<file path="src/rtl/fetch.sv">
`default_nettype none
// ============================================================================
//  Module   : fetch
//  Purpose  : Instruction-fetch stage. Owns the fetch PC, issues sequential
//             word requests to instruction memory (valid/ready request,
//             in-order responses), buffers returned words in a small FIFO and
//             drives the if_id__ registers consumed by decode. Handles
//             load-use stalls from decode and flush/redirect from execute;
//             responses still in flight at a flush are discarded.
//  Ports    :
//    clk                 in   clock, rising edge
//    rst                 in   asynchronous reset, active-high
//    pipe_flush          in   redirect to jump_target, kill everything in flight
//    jump_target[31:0]   in   redirect address (bits [1:0] forced to 0)
//    data_hazard         in   decode stall request (load-use)
//    imem_req_valid      out  request valid
//    imem_req_ready      in   memory accepts the request this cycle
//    imem_req_addr[31:0] out  word address of the request
//    imem_rsp_valid      in   response valid (in request order, latency >= 1)
//    imem_rsp_data[31:0] in   instruction word
//    if_id__ins[31:0]    out  instruction to decode
//    if_id__pc[31:0]     out  PC of if_id__ins
//    if_id__data_hazard  out  registered data_hazard, decode bubbles on it
//  Revision : 1.0  initial release
// ============================================================================
module fetch #(
  parameter logic [31:0] RESET_PC = 32'h00000000,
  parameter int unsigned DEPTH    = 2
) (
  input  logic        clk,
  input  logic        rst,
  input  logic        pipe_flush,
  input  logic [31:0] jump_target,
  input  logic        data_hazard,
  output logic        imem_req_valid,
  input  logic        imem_req_ready,
  output logic [31:0] imem_req_addr,
  input  logic        imem_rsp_valid,
  input  logic [31:0] imem_rsp_data,
  output logic [31:0] if_id__ins,
  output logic [31:0] if_id__pc,
  output logic        if_id__data_hazard
);

  localparam logic [31:0] c_NOP       = 32'h00000013;
  localparam logic [31:0] c_BUBBLE_PC = 32'hffffffff;
  localparam int unsigned CW = $clog2(DEPTH + 1);
  localparam int unsigned PW = (DEPTH > 1) ? $clog2(DEPTH) : 1;
  localparam int unsigned SW = CW + 2;

  // --------------------------------------------------------------------------
  // State
  // --------------------------------------------------------------------------
  logic [31:0]   fetch_pc_q, fetch_pc_d;
  logic [31:0]   rsp_pc_q, rsp_pc_d;
  logic [CW-1:0] outstanding_q, outstanding_d;
  logic [CW-1:0] drop_q, drop_d;
  logic [CW-1:0] fifo_count_q, fifo_count_d;
  logic [PW-1:0] rd_ptr_q, rd_ptr_d;
  logic [PW-1:0] wr_ptr_q, wr_ptr_d;
  logic [31:0]   if_ins_q, if_ins_d;
  logic [31:0]   if_pc_q, if_pc_d;
  logic          if_dh_q, if_dh_d;

  logic [31:0]   fifo_ins_q [DEPTH];
  logic [31:0]   fifo_pc_q  [DEPTH];

  // --------------------------------------------------------------------------
  // Handshake / control decode
  // --------------------------------------------------------------------------
  logic [SW-1:0] w_credit_used;
  logic          w_req_valid;
  logic          w_req_fire;
  logic          w_rsp_drop;
  logic          w_rsp_acc;
  logic          w_rsp_used;
  logic          w_fifo_empty;
  logic          w_advance;
  logic          w_pop;
  logic          w_bypass;
  logic          w_push;

  function automatic logic [PW-1:0] ptr_inc(input logic [PW-1:0] p);
    if (p == PW'(DEPTH - 1)) begin
      return '0;
    end
    return p + PW'(1);
  endfunction

  // Every in-flight, doomed or buffered instruction consumes one credit, so
  // the FIFO can never overflow when a response lands.
  assign w_credit_used = SW'(outstanding_q) + SW'(drop_q) + SW'(fifo_count_q);
  assign w_req_valid   = !rst && !pipe_flush && (w_credit_used < SW'(DEPTH));
  assign w_req_fire    = w_req_valid && imem_req_ready;

  // A response with nothing tracked (protocol error) matches neither term
  // and is ignored.
  assign w_rsp_drop    = imem_rsp_valid && (drop_q != '0);
  assign w_rsp_acc     = imem_rsp_valid && (drop_q == '0) && (outstanding_q != '0);
  assign w_rsp_used    = w_rsp_drop || w_rsp_acc;

  assign w_fifo_empty  = (fifo_count_q == '0);
  assign w_advance     = !pipe_flush && !data_hazard;
  assign w_pop         = w_advance && !w_fifo_empty;
  assign w_bypass      = w_advance && w_fifo_empty && w_rsp_acc;
  assign w_push        = !pipe_flush && w_rsp_acc && !w_bypass;

  // --------------------------------------------------------------------------
  // Next-state logic
  // --------------------------------------------------------------------------
  always_comb begin
    fetch_pc_d    = fetch_pc_q;
    rsp_pc_d      = rsp_pc_q;
    outstanding_d = outstanding_q;
    drop_d        = drop_q;
    fifo_count_d  = fifo_count_q;
    rd_ptr_d      = rd_ptr_q;
    wr_ptr_d      = wr_ptr_q;
    if_ins_d      = if_ins_q;
    if_pc_d       = if_pc_q;
    if_dh_d       = if_dh_q;

    if (pipe_flush) begin
      fetch_pc_d    = {jump_target[31:2], 2'b00};
      rsp_pc_d      = {jump_target[31:2], 2'b00};
      // Everything still owed by memory becomes doomed. Any response that
      // arrives in this cycle (live or already doomed) retires one of them.
      drop_d        = drop_q + outstanding_q - CW'(w_rsp_used);
      outstanding_d = '0;
      fifo_count_d  = '0;
      rd_ptr_d      = '0;
      wr_ptr_d      = '0;
      if_ins_d      = c_NOP;
      if_pc_d       = c_BUBBLE_PC;
      if_dh_d       = 1'b0;
    end else begin
      if (w_req_fire) begin
        fetch_pc_d = fetch_pc_q + 32'd4;
      end
      outstanding_d = outstanding_q + CW'(w_req_fire) - CW'(w_rsp_acc);
      drop_d        = drop_q - CW'(w_rsp_drop);
      if (w_rsp_acc) begin
        rsp_pc_d = rsp_pc_q + 32'd4;
      end

      fifo_count_d = fifo_count_q + CW'(w_push) - CW'(w_pop);
      if (w_push) begin
        wr_ptr_d = ptr_inc(wr_ptr_q);
      end
      if (w_pop) begin
        rd_ptr_d = ptr_inc(rd_ptr_q);
      end

      if (data_hazard) begin
        if_dh_d = 1'b1;
      end else begin
        if_dh_d = 1'b0;
        if (w_pop) begin
          if_ins_d = fifo_ins_q[rd_ptr_q];
          if_pc_d  = fifo_pc_q[rd_ptr_q];
        end else if (w_bypass) begin
          if_ins_d = imem_rsp_data;
          if_pc_d  = rsp_pc_q;
        end else begin
          if_ins_d = c_NOP;
          if_pc_d  = c_BUBBLE_PC;
        end
      end
    end
  end

  // --------------------------------------------------------------------------
  // Control registers
  // --------------------------------------------------------------------------
  always_ff @(posedge clk or posedge rst) begin
    if (rst) begin
      fetch_pc_q    <= RESET_PC;
      rsp_pc_q      <= RESET_PC;
      outstanding_q <= '0;
      drop_q        <= '0;
      fifo_count_q  <= '0;
      rd_ptr_q      <= '0;
      wr_ptr_q      <= '0;
      if_ins_q      <= c_NOP;
      if_pc_q       <= c_BUBBLE_PC;
      if_dh_q       <= 1'b0;
    end else begin
      fetch_pc_q    <= fetch_pc_d;
      rsp_pc_q      <= rsp_pc_d;
      outstanding_q <= outstanding_d;
      drop_q        <= drop_d;
      fifo_count_q  <= fifo_count_d;
      rd_ptr_q      <= rd_ptr_d;
      wr_ptr_q      <= wr_ptr_d;
      if_ins_q      <= if_ins_d;
      if_pc_q       <= if_pc_d;
      if_dh_q       <= if_dh_d;
    end
  end

  // FIFO storage carries no reset: an entry is only read after it was
  // written, as tracked by fifo_count_q. When full, a simultaneous push and
  // pop hit the same slot; the pop reads the old word before the edge.
  always_ff @(posedge clk) begin
    if (w_push) begin
      fifo_ins_q[wr_ptr_q] <= imem_rsp_data;
      fifo_pc_q[wr_ptr_q]  <= rsp_pc_q;
    end
  end

  // --------------------------------------------------------------------------
  // Outputs
  // --------------------------------------------------------------------------
  assign imem_req_valid     = w_req_valid;
  assign imem_req_addr      = fetch_pc_q;
  assign if_id__ins         = if_ins_q;
  assign if_id__pc          = if_pc_q;
  assign if_id__data_hazard = if_dh_q;

endmodule
`default_nettype wire

</file>
<file path="config.mk">
export PLATFORM = sky130hd
export DESIGN_NAME = fetch
export DESIGN_NICKNAME = d
export VERILOG_FILES = /design/src/rtl/fetch.sv
export SDC_FILE = /design/constraint.sdc
export NUM_CORES = 1
export LEC_CHECK = 0
export ABC_CLOCK_PERIOD_IN_PS = 12340
export BUFFER_PORTS_ARGS = -buffer_cell sky130_fd_sc_hd__buf_2
export CORE_MARGIN = 4
export CORE_UTILIZATION = 55
export DETAILED_ROUTE_END_ITERATION = 10
export PLACE_DENSITY = 0.85
export SKIP_CTS_REPAIR_TIMING = 1
export SYNTH_ARGS = -nofsm -noshare
export SYNTH_HDL_FRONTEND = slang
export SYNTH_SLANG_ARGS = --single-unit
</file>
<file path="constraint.sdc">
create_clock -name clk -period 12.34 [get_ports clk]
set_input_delay 1.234 -clock clk [delete_from_list [all_inputs] [get_ports clk]]
set_output_delay 1.234 -clock clk [all_outputs]
set_load 0.01 [all_outputs]
</file>
==> impl_metrics.yaml, run 1 <==
status:
  outcome: "finished clean"
synthesis:
  synth_top_area_share: 0.335
  syn_inst: 893
  synthFlopType: "edfxtp_1"
  ys_ff_latch: 256
  synthTopCellsByArea: "edfxtp_1 (33%), dfrtp_1 (22%), dfstp_2 (8.0%), mux2i_1 (3.4%), mux2_2 (3.3%)"
  yosysWarnings: 0
  ys_types: 58
  synth_area_sq_um: 11100
  synth-edff-count: 124
  synth-async-reset-ratio: 0.516
  syn_area_per_cell_sq_um: 12.5
  yosysSeqAreaShare: 0.635
  synth_top_area_cell: "edfxtp_1"
worst_setup_path:
  cpPeakStageDelay_ns: 0.86
  rrSetupSlack_ns: 8.83
  crit_slowest_cell: "nand4_1"
  path_cells: "buf_2 -> nor2_1 -> nand4_1 -> nand2_1 -> nor2_4 -> buf_4"
  crit_fanout: 50
  crit_type: "in2reg"
  start_kind: "input port"
  worst_ep_arrival_time_ns: 4.02
  end_kind: "flip-flop"
  required_ns: 12.49
drt:
  top_layer_used: "met5"
  drc_errors: 0
  num_vias: 7972
  drtIter0Drc: 533
  first_pass_iters: 5
  routed_wl_microns: 26600
  wire_per_inst_microns: 20.0
  drtAntennaViolNets: 0
  vias_per_cell: 5.98
  dr_wl_met3_microns: 2650
  met1_length_microns: 11000
  wl_met2_microns: 12500
place:
  hpwl_microns: 17300
  port_buffers: 163
  gp_congestion: 0.893
floorplan:
  die_x_microns: 150
  io_pins: 168
  die_area_sq_um: 22600
  row_count: 51
  core_sq_um: 19700
  start_util: 0.566
  dieHeight_microns: 150
timing:
  drv_slew: 0
  finalHoldViolCount: 0
  slew_headroom: 0.212
  finClkSkew_ns: 0.00746
  rsz0062_at_grt: "no"
  finalCriticalPeriod_ns: 3.87
  setup_viol: 0
  finalCritPeriodShare: 0.314
  fmax_mhz: 258
  fin_setup_tns_ns: 0
  tightest_slew_ns: 1.18
clock_tree:
  htreeDepth: 1
  root_buffer: "clkbuf_16"
  numCtsBuffers: 26
  clk_pin_slew_ns: 0.06
  clk_latency_ns: 0.51
  cts_tree: "done"
  cts_sinks: 256
  clk_path_buf_depth: 3
global_route:
  grt_pass1_vias: 7878
  grt_max_degree: 74
  antenna_found_initial: 1
  grt_usage: 0.233
  overflow: 0
  grt_pass1_wl_microns: 41600
final_layout:
  final_cell_mix: "buf_2 (163), edfxtp_1 (124), dfrtp_1 (97)"
  layout_commonest_cell: "buf_2"
  nNetsFinal: 1129
  area_delta_synth_final_pct: 17.1
  drive_above_1_share: 0.278
power_and_ir_drop:
  max-vdd-ir-drop_mv: 0.0975
  power_mw: 1.93
  internal_power_mw: 1.47
  p_leak_nw: 5.09
  switching_share: 0.240
  combinationalPowerShare: 0.089
  p_seq_frac: 0.508
  powerDensity_nw_per_um2: 148
  switchingPower_mw: 0.464
  pwr-share-clk: 0.403
hold_path:
  hold_class: "reg2reg"
run:
  cap_violations: 0
cell type report:
type	count	area (sq um)
flip-flops and latches	256	7070
fillers	1474	6630
multi-input cells	563	3770
repair buffers	172	883
clock buffers	38	757
well taps	265	332
inverters	27	106
clock inverters	10	100
diodes	1	2.50
synth_stat cells (4+ instances only):
master      n
edfxtp_1  124
dfrtp_1    98
nor2_1     85
nand2_1    64
o21ai_0    49
mux2i_1    38
clkbuf_1   37
dfstp_2    34
mux2_2     33
nand3_1    30
xnor2_1    28
a221o_1    26
inv_1      24
o22ai_1    24
nor3_1     22
nand4_1    20
a21oi_1    13
o211ai_1   13
ha_1       12
xor2_1     12
o22a_1     11
a31oi_1     6
and3_1      6
and4_1      6
nor2b_1     6
o311ai_0    6
or3_1       6
buf_1       5
a221oi_1    4
nor4_1      4
o21ai_1     4
power by group through the flow:
| stage | clock, mW | combinational [mW] | sequential [mW] |
|---|---|---|---|
| 2_1_floorplan | 0 | 0.107 | 0.987 |
| 3_3_place_gp | 0 | 0.167 | 0.993 |
| 3_5_place_dp | 0 | 0.172 | 0.996 |
| 4_1_cts | 0.788 | 0.174 | 0.980 |
| 5_1_grt | 0.826 | 0.196 | 0.987 |
| 6_report | 0.778 | 0.173 | 0.982 |
through the flow:
step	utilization	cell area [sq um]	hold slack [ns]	setup WS (ns)	instances
floorplan	-	11100	0.442	7.24	894
global placement	0.619	12200	0.444	8.01	1283
detailed placement	0.619	12200	0.465	7.99	1283
CTS	0.663	13000	0.480	8.50	1331
global route	0.663	13000	0.497	8.31	1331
finish	0.663	13000	0.480	8.47	1332
registers in the layout (all words and copies together) (netlist names):
register / flops
drop_q: 2
fifo_pc_q: 60
rsp_pc_q: 30
fifo_count_q: 2
wr_ptr_q: 1
if_id__ins: 32
fifo_ins_q: 64
if_id__pc: 31
if_id__data_hazard: 1
imem_req_addr: 30
outstanding_q: 2
rd_ptr_q: 1
worst max-delay path: cells and delay by family:
family	cells	cell delay [ns]
AND/OR/NAND/NOR	4	1.72
buffers and inverters	2	0.99
path summary, 6_finish.rpt:
check | depth (start not counted) | to | start
hold reg to reg | 0 | fifo_pc_q[1][29] | rsp_pc_q[29]
setup / recovery | 6 | fifo_pc_q[0][31] | data_hazard
max in group asynchronous | 3 | rd_ptr_q | rst
setup reg to reg | 13 | outstanding_q[1] | drop_q[1]
min in group asynchronous | 2 | imem_req_addr[4] | rst
hold / removal | 0 | fifo_pc_q[1][29] | rsp_pc_q[29]
cells by family (layout without fill, tap and decap cells):
family	count (synthesis)	count (layout)	share of synthesized area
AND/OR/NAND/NOR	272	272	0.121
flip-flops	256	256	0.635
AO/OA/AOI/OAI	165	165	0.102
buffers and inverters	75	247	0.0267
multiplexers	71	71	0.0676
XOR/XNOR	40	40	0.0315
adder cells (fa/ha/maj)	13	13	0.0153
other	1	3	0.000337
metal layers:
layer	GRT usage	vias to the layer above
met5	0	-
li1	-	3629
met2	0.367	394
met3	0.0400	49
met1	0.340	3898
met4	0.0586	2
Power figures use the tool's default switching activity.
==> run 2: changes to the inputs <==
--- a/config.mk
+++ b/config.mk
@@ -5,7 +5,7 @@
 export SDC_FILE = /design/constraint.sdc
 export NUM_CORES = 1
 export LEC_CHECK = 0
-export ABC_CLOCK_PERIOD_IN_PS = 12340
+export ABC_CLOCK_PERIOD_IN_PS = 3870
 export BUFFER_PORTS_ARGS = -buffer_cell sky130_fd_sc_hd__buf_2
 export CORE_MARGIN = 4
 export CORE_UTILIZATION = 55
==> constraint.sdc (replaced) <==
create_clock -name clk -period 3.87 [get_ports clk]
set_input_delay 0.387 -clock clk [delete_from_list [all_inputs] [get_ports clk]]
set_output_delay 0.387 -clock clk [all_outputs]
set_load 0.01 [all_outputs]
==> impl_metrics.yaml, run 2 (same netlist as run 1, synthesis figures left out) <==
floorplan:
  io_pins: 168
  die_x_microns: 150
  start_util: 0.566
  die_area_sq_um: 22600
  dieHeight_microns: 150
  row_count: 51
  core_sq_um: 19700
global_route:
  grt_pass1_vias: 8127
  grt_max_degree: 68
  grt_pass1_wl_microns: 43000
  antenna_found_initial: 1
  overflow: 0
  grt_usage: 0.239
worst_setup_path:
  end_kind: "flip-flop"
  crit_slowest_cell: "fa_1"
  required_ns: 4.28
  crit_fanout: 21
  critPathBufInv: 4
  start_kind: "flip-flop"
  path_delay_family: "adder cells"
  path_cells: "inv_1 -> fa_1 -> inv_1 -> ha_1 -> or4_4 -> nor2_4 -> inv_2 -> ha_1 -> inv_1 -> ha_1 -> xnor2_1 -> xnor2_1 -> nor2_1"
  worst_ep_arrival_time_ns: 3.59
  cpPeakStageDelay_ns: 0.54
  crit_type: "reg2reg"
place:
  gp_congestion: 0.922
  dp.cells: 1288
  hpwl_microns: 17800
  placed_area_sq_um: 12200
  port_buffers: 163
clock_tree:
  htreeDepth: 1
  cts_tree: "done"
  numCtsBuffers: 27
  clk_latency_ns: 0.53
  clk_pin_slew_ns: 0.06
  root_buffer: "clkbuf_16"
  cts_sinks: 256
  clk_path_buf_depth: 3
drt:
  vias_per_cell: 6.09
  first_pass_iters: 5
  drtAntennaViolNets: 0
  drtIter0Drc: 575
  routed_wl_microns: 27000
  drc_errors: 0
  num_vias: 8142
  wire_per_inst_microns: 20.2
final_layout:
  n_antenna_cell: 0
  largest_reg_flops: 64
  area_delta_synth_final_pct: 17.6
  fillCellCount: 1443
  layout_commonest_cell: "buf_2"
  final_cell_mix: "buf_2 (163), edfxtp_1 (124), dfrtp_1 (97)"
  nNetsFinal: 1135
  final_area_sq_um: 13100
  final_cells: 1338
  regMostFlops: "fifo_ins_q"
  drive_above_1_share: 0.283
  seq_area_sq_um: 7070
  multi_input_area_sq_um: 3770
timing:
  fin_setup_tns_ns: 0
  finalCriticalPeriod_ns: 3.18
  hold_slack_ns: 0.0744
  finClkSkew_ns: 0.0180
  setup_viol: 0
  finalCritPeriodShare: 0.823
  tightest_slew_ns: 1.05
  fmax_mhz: 314
  finalHoldViolCount: 0
  drv_slew: 0
  rsz0062_at_grt: "no"
  slew_headroom: 0.298
power_and_ir_drop:
  power_mw: 6.13
  max-vdd-ir-drop_mv: 0.266
  powerDensity_nw_per_um2: 469
  p_leak_nw: 5.12
status:
  outcome: "finished clean"
hold_path:
  hold_class: "in2reg"
run:
  cap_violations: 0
run 2: cell count changes in the layout (fill, tap and decap cells not counted):
cell,previous run,this run
diode_2,1,0
clkbuf_8,4,3
clkinv_2,5,8
buf_12,0,3
clkinv_4,0,1
inv_4,0,1
bufinv_16,2,1
clkbuf_1,7,4
buf_4,9,11
clkinv_1,3,5
run 2: final timing paths:
| check | endpoint | cells past startpoint | start | slack, ns |
|---|---|---|---|---|
| setup / recovery | outstanding_q[1] | 13 | outstanding_q[1] | 0.69 |
| hold / removal | fifo_ins_q[0][7] | 1 | imem_rsp_data[7] | 0.07 |
| setup reg to reg | outstanding_q[1] | 13 | outstanding_q[1] | 0.69 |
| hold reg to reg | fifo_pc_q[1][29] | 0 | rsp_pc_q[29] | 0.48 |
| max in group asynchronous | if_id__pc[24] | 3 | rst | 2.84 |
| min in group asynchronous | rsp_pc_q[4] | 2 | rst | 0.10 |
run 2: final cells by class:
cell class | count | area share
Clock buffer | 34 | 0.0559
Clock inverter | 16 | 0.00842
Inverter | 27 | 0.00794
Multi-Input combinational cell | 563 | 0.288
Sequential cell | 256 | 0.541
Tap cell | 265 | 0.0253
Timing Repair Buffer | 177 | 0.0733
run 2: where the power goes:
part	internal [mW]	switching (mW)	total [mW]
registers	2.97	0.153	3.13
clock network	1.41	1.04	2.44
logic	0.231	0.331	0.562
run 2: metrics by stage:
stage	worst slack (ns)	util
after floorplan	0.0132	-
after global placement	0.725	0.623
after detailed placement	0.660	0.623
after CTS	0.678	0.666
after global routing	0.417	0.666
final	0.686	0.666
run 2: per-layer routing:
layer	vias up	share of wire	global-route usage
met5	-	0.00026	0
met4	2	0.021	0.0608
met3	56	0.079	0.0415
met2	367	0.48	0.385
met1	4084	0.42	0.340
li1	3633	-	-
==> run 3: changes to the inputs <==
--- a/config.mk
+++ b/config.mk
@@ -5,7 +5,8 @@
 export SDC_FILE = /design/constraint.sdc
 export NUM_CORES = 1
 export LEC_CHECK = 0
-export ABC_CLOCK_PERIOD_IN_PS = 3870
+export ABC_AREA = 1
+export ABC_CLOCK_PERIOD_IN_PS = 3100
 export BUFFER_PORTS_ARGS = -buffer_cell sky130_fd_sc_hd__buf_2
 export CORE_MARGIN = 4
 export CORE_UTILIZATION = 55
==> constraint.sdc (replaced) <==
create_clock -name clk -period 3.1 [get_ports clk]
set_input_delay 0.31 -clock clk [delete_from_list [all_inputs] [get_ports clk]]
set_output_delay 0.31 -clock clk [all_outputs]
set_load 0.01 [all_outputs]
==> impl_metrics.yaml, run 3 <==
synthesis:
  synthTopCellsByArea: "edfxtp_1 (31%), dfrtp_1 (20%), nand2_1 (13%), dfstp_2 (7.3%), nor2_1 (6.1%)"
  synth_top_area_cell: "edfxtp_1"
  syn_inst: 1396
  synth-async-reset-ratio: 0.516
  syn_area_per_cell_sq_um: 8.74
  yosysWarnings: 0
  synth-edff-count: 124
  synth_top_area_share: 0.305
  synth_area_sq_um: 12200
  yosysMostFrequentCell: "nand2_1"
  yosysSeqAreaShare: 0.579
  ys_types: 35
  ys_ff_latch: 256
  synthFlopType: "edfxtp_1"
  synthTopCellsByCount: "nand2_1 (433), nor2_1 (198), inv_1 (126)"
global_route:
  grt_usage: 0.258
  antenna_found_initial: 0
  grt_max_degree: 133
  overflow: 0
  grt_pass1_vias: 10239
  grt_pass1_wl_microns: 51100
timing:
  tightest_slew_ns: 1.01
  rsz0062_at_grt: "no"
  hold_slack_ns: 0.0128
  setup_viol: 0
  drv_slew: 0
  finalHoldViolCount: 0
  slew_headroom: 0.323
  finalCritPeriodShare: 0.837
  fin_setup_tns_ns: 0
  fmax_mhz: 385
  finClkSkew_ns: 0.0225
  fin_ws_ns: 0.506
  finalCriticalPeriod_ns: 2.59
place:
  gp_congestion: 0.968
  port_buffers: 163
  place_ws_ns: 0.514
  hpwl_microns: 21600
  placed_area_sq_um: 13400
  dp.cells: 1806
worst_setup_path:
  end_kind: "flip-flop"
  r2r-start: "drop_q[1]"
  r2r-end: "fifo_ins_q[1][8]"
  rrSetupSlack_ns: 0.51
  cpPeakStageDelay_ns: 0.43
  worst_ep_arrival_time_ns: 2.82
  critPathBufInv: 2
  path_delay_family: "simple AND/OR/NAND/NOR gates"
  required_ns: 3.32
  crit_slowest_cell: "dfrtp_1"
  path_cells: "nor2_2 -> nand2_1 -> nor2_2 -> nand2_2 -> inv_2 -> nand2_1 -> nor2_4 -> buf_12"
  crit_fanout: 33
  worstRegToRegCells: 8
  crit_type: "reg2reg"
  start_kind: "flip-flop"
clock_tree:
  clk_path_buf_depth: 3
  cts_tree: "done"
  root_buffer: "clkbuf_16"
  cts_sinks: 256
  clk_pin_slew_ns: 0.06
  htreeDepth: 1
  clk_latency_ns: 0.54
  numCtsBuffers: 25
final_layout:
  fin_util: 0.667
  final_area_sq_um: 14600
  drive_above_1_share: 0.179
  layout_commonest_cell: "nand2_1"
  final_cells: 1881
  fillCellCount: 1588
  n_antenna_cell: 0
  final_cell_mix: "nand2_1 (433), nor2_1 (195), buf_2 (163)"
  largest_reg_flops: 64
  nNetsFinal: 1665
  area_delta_synth_final_pct: 19.3
  regMostFlops: "fifo_ins_q"
floorplan:
  core_sq_um: 21800
  dieHeight_microns: 157
  io_pins: 168
  die_area_sq_um: 24600
  die_x_microns: 157
  start_util: 0.559
  row_count: 54
hold_path:
  min_from: "imem_rsp_data[8]"
  holdPathEnd: "fifo_ins_q[0][8]"
  hold_class: "in2reg"
  min_path_cells: 1
drt:
  routed_wl_microns: 33100
  wire_per_inst_microns: 17.6
  drtAntennaViolNets: 0
  num_vias: 10562
  drtIter0Drc: 1224
  vias_per_cell: 5.62
  drc_errors: 0
  first_pass_iters: 6
power_and_ir_drop:
  powerDensity_nw_per_um2: 595
  power_mw: 8.66
  p_leak_nw: 6.39
  max-vdd-ir-drop_mv: 0.391
status:
  outcome: "finished clean"
run:
  cap_violations: 0
[run 3: cell type report]
| type | instances | area, sq um | share of cell area |
|---|---|---|---|
| repair buffers | 212 | 1320 | 0.0906 |
| inverters | 131 | 495 | 0.0340 |
| flip-flops and latches | 256 | 7070 | 0.486 |
| clock inverters | 15 | 221 | 0.0152 |
| multi-input cells | 956 | 4430 | 0.304 |
| well taps | 280 | 350 | 0.0241 |
| clock buffers | 31 | 668 | 0.0459 |
[run 3: routing by layer]
metal | share of wire | global-route usage | routed length [microns] | up-vias
met5 | 0 | 0 | 0 | -
met4 | 0.024 | 0.0814 | 792 | 0
met3 | 0.089 | 0.0393 | 2960 | 63
met2 | 0.50 | 0.445 | 16600 | 525
met1 | 0.38 | 0.340 | 12700 | 5042
li1 | - | - | - | 4932
[run 3: how the worst max path moves through the flow]
| stage | from | to | cells after the start | slack (ns) |
|---|---|---|---|---|
| after floorplan | rst | outstanding_q[1] | 9 | -0.29 |
| after global placement | drop_q[1] | fifo_ins_q[1][20] | 8 | 0.57 |
| after detailed placement | outstanding_q[1] | outstanding_q[1] | 11 | 0.51 |
| after CTS | drop_q[1] | fifo_ins_q[1][8] | 8 | 0.48 |
| after global routing | drop_q[1] | fifo_ins_q[1][8] | 8 | 0.27 |
| final | drop_q[1] | fifo_ins_q[1][8] | 8 | 0.51 |
[run 3: where the power goes]
part / internal (mW) / leakage [nW] / switching [mW]
sequential: 3.82 / 2.73 / 0.275
combinational: 0.473 / 3.22 / 0.818
clock: 1.96 / 0.441 / 1.32
total: 6.26 / 6.39 / 2.41
[run 3: cell families after synthesis]
kind of cell	share of synthesized area
AND/OR/NAND/NOR	0.246
buffers and inverters	0.0612
adder cells (fa/ha/maj)	0.0139
AO/OA/AOI/OAI	0.0808
other	0.000307
flip-flops	0.579
XOR/XNOR	0.0179
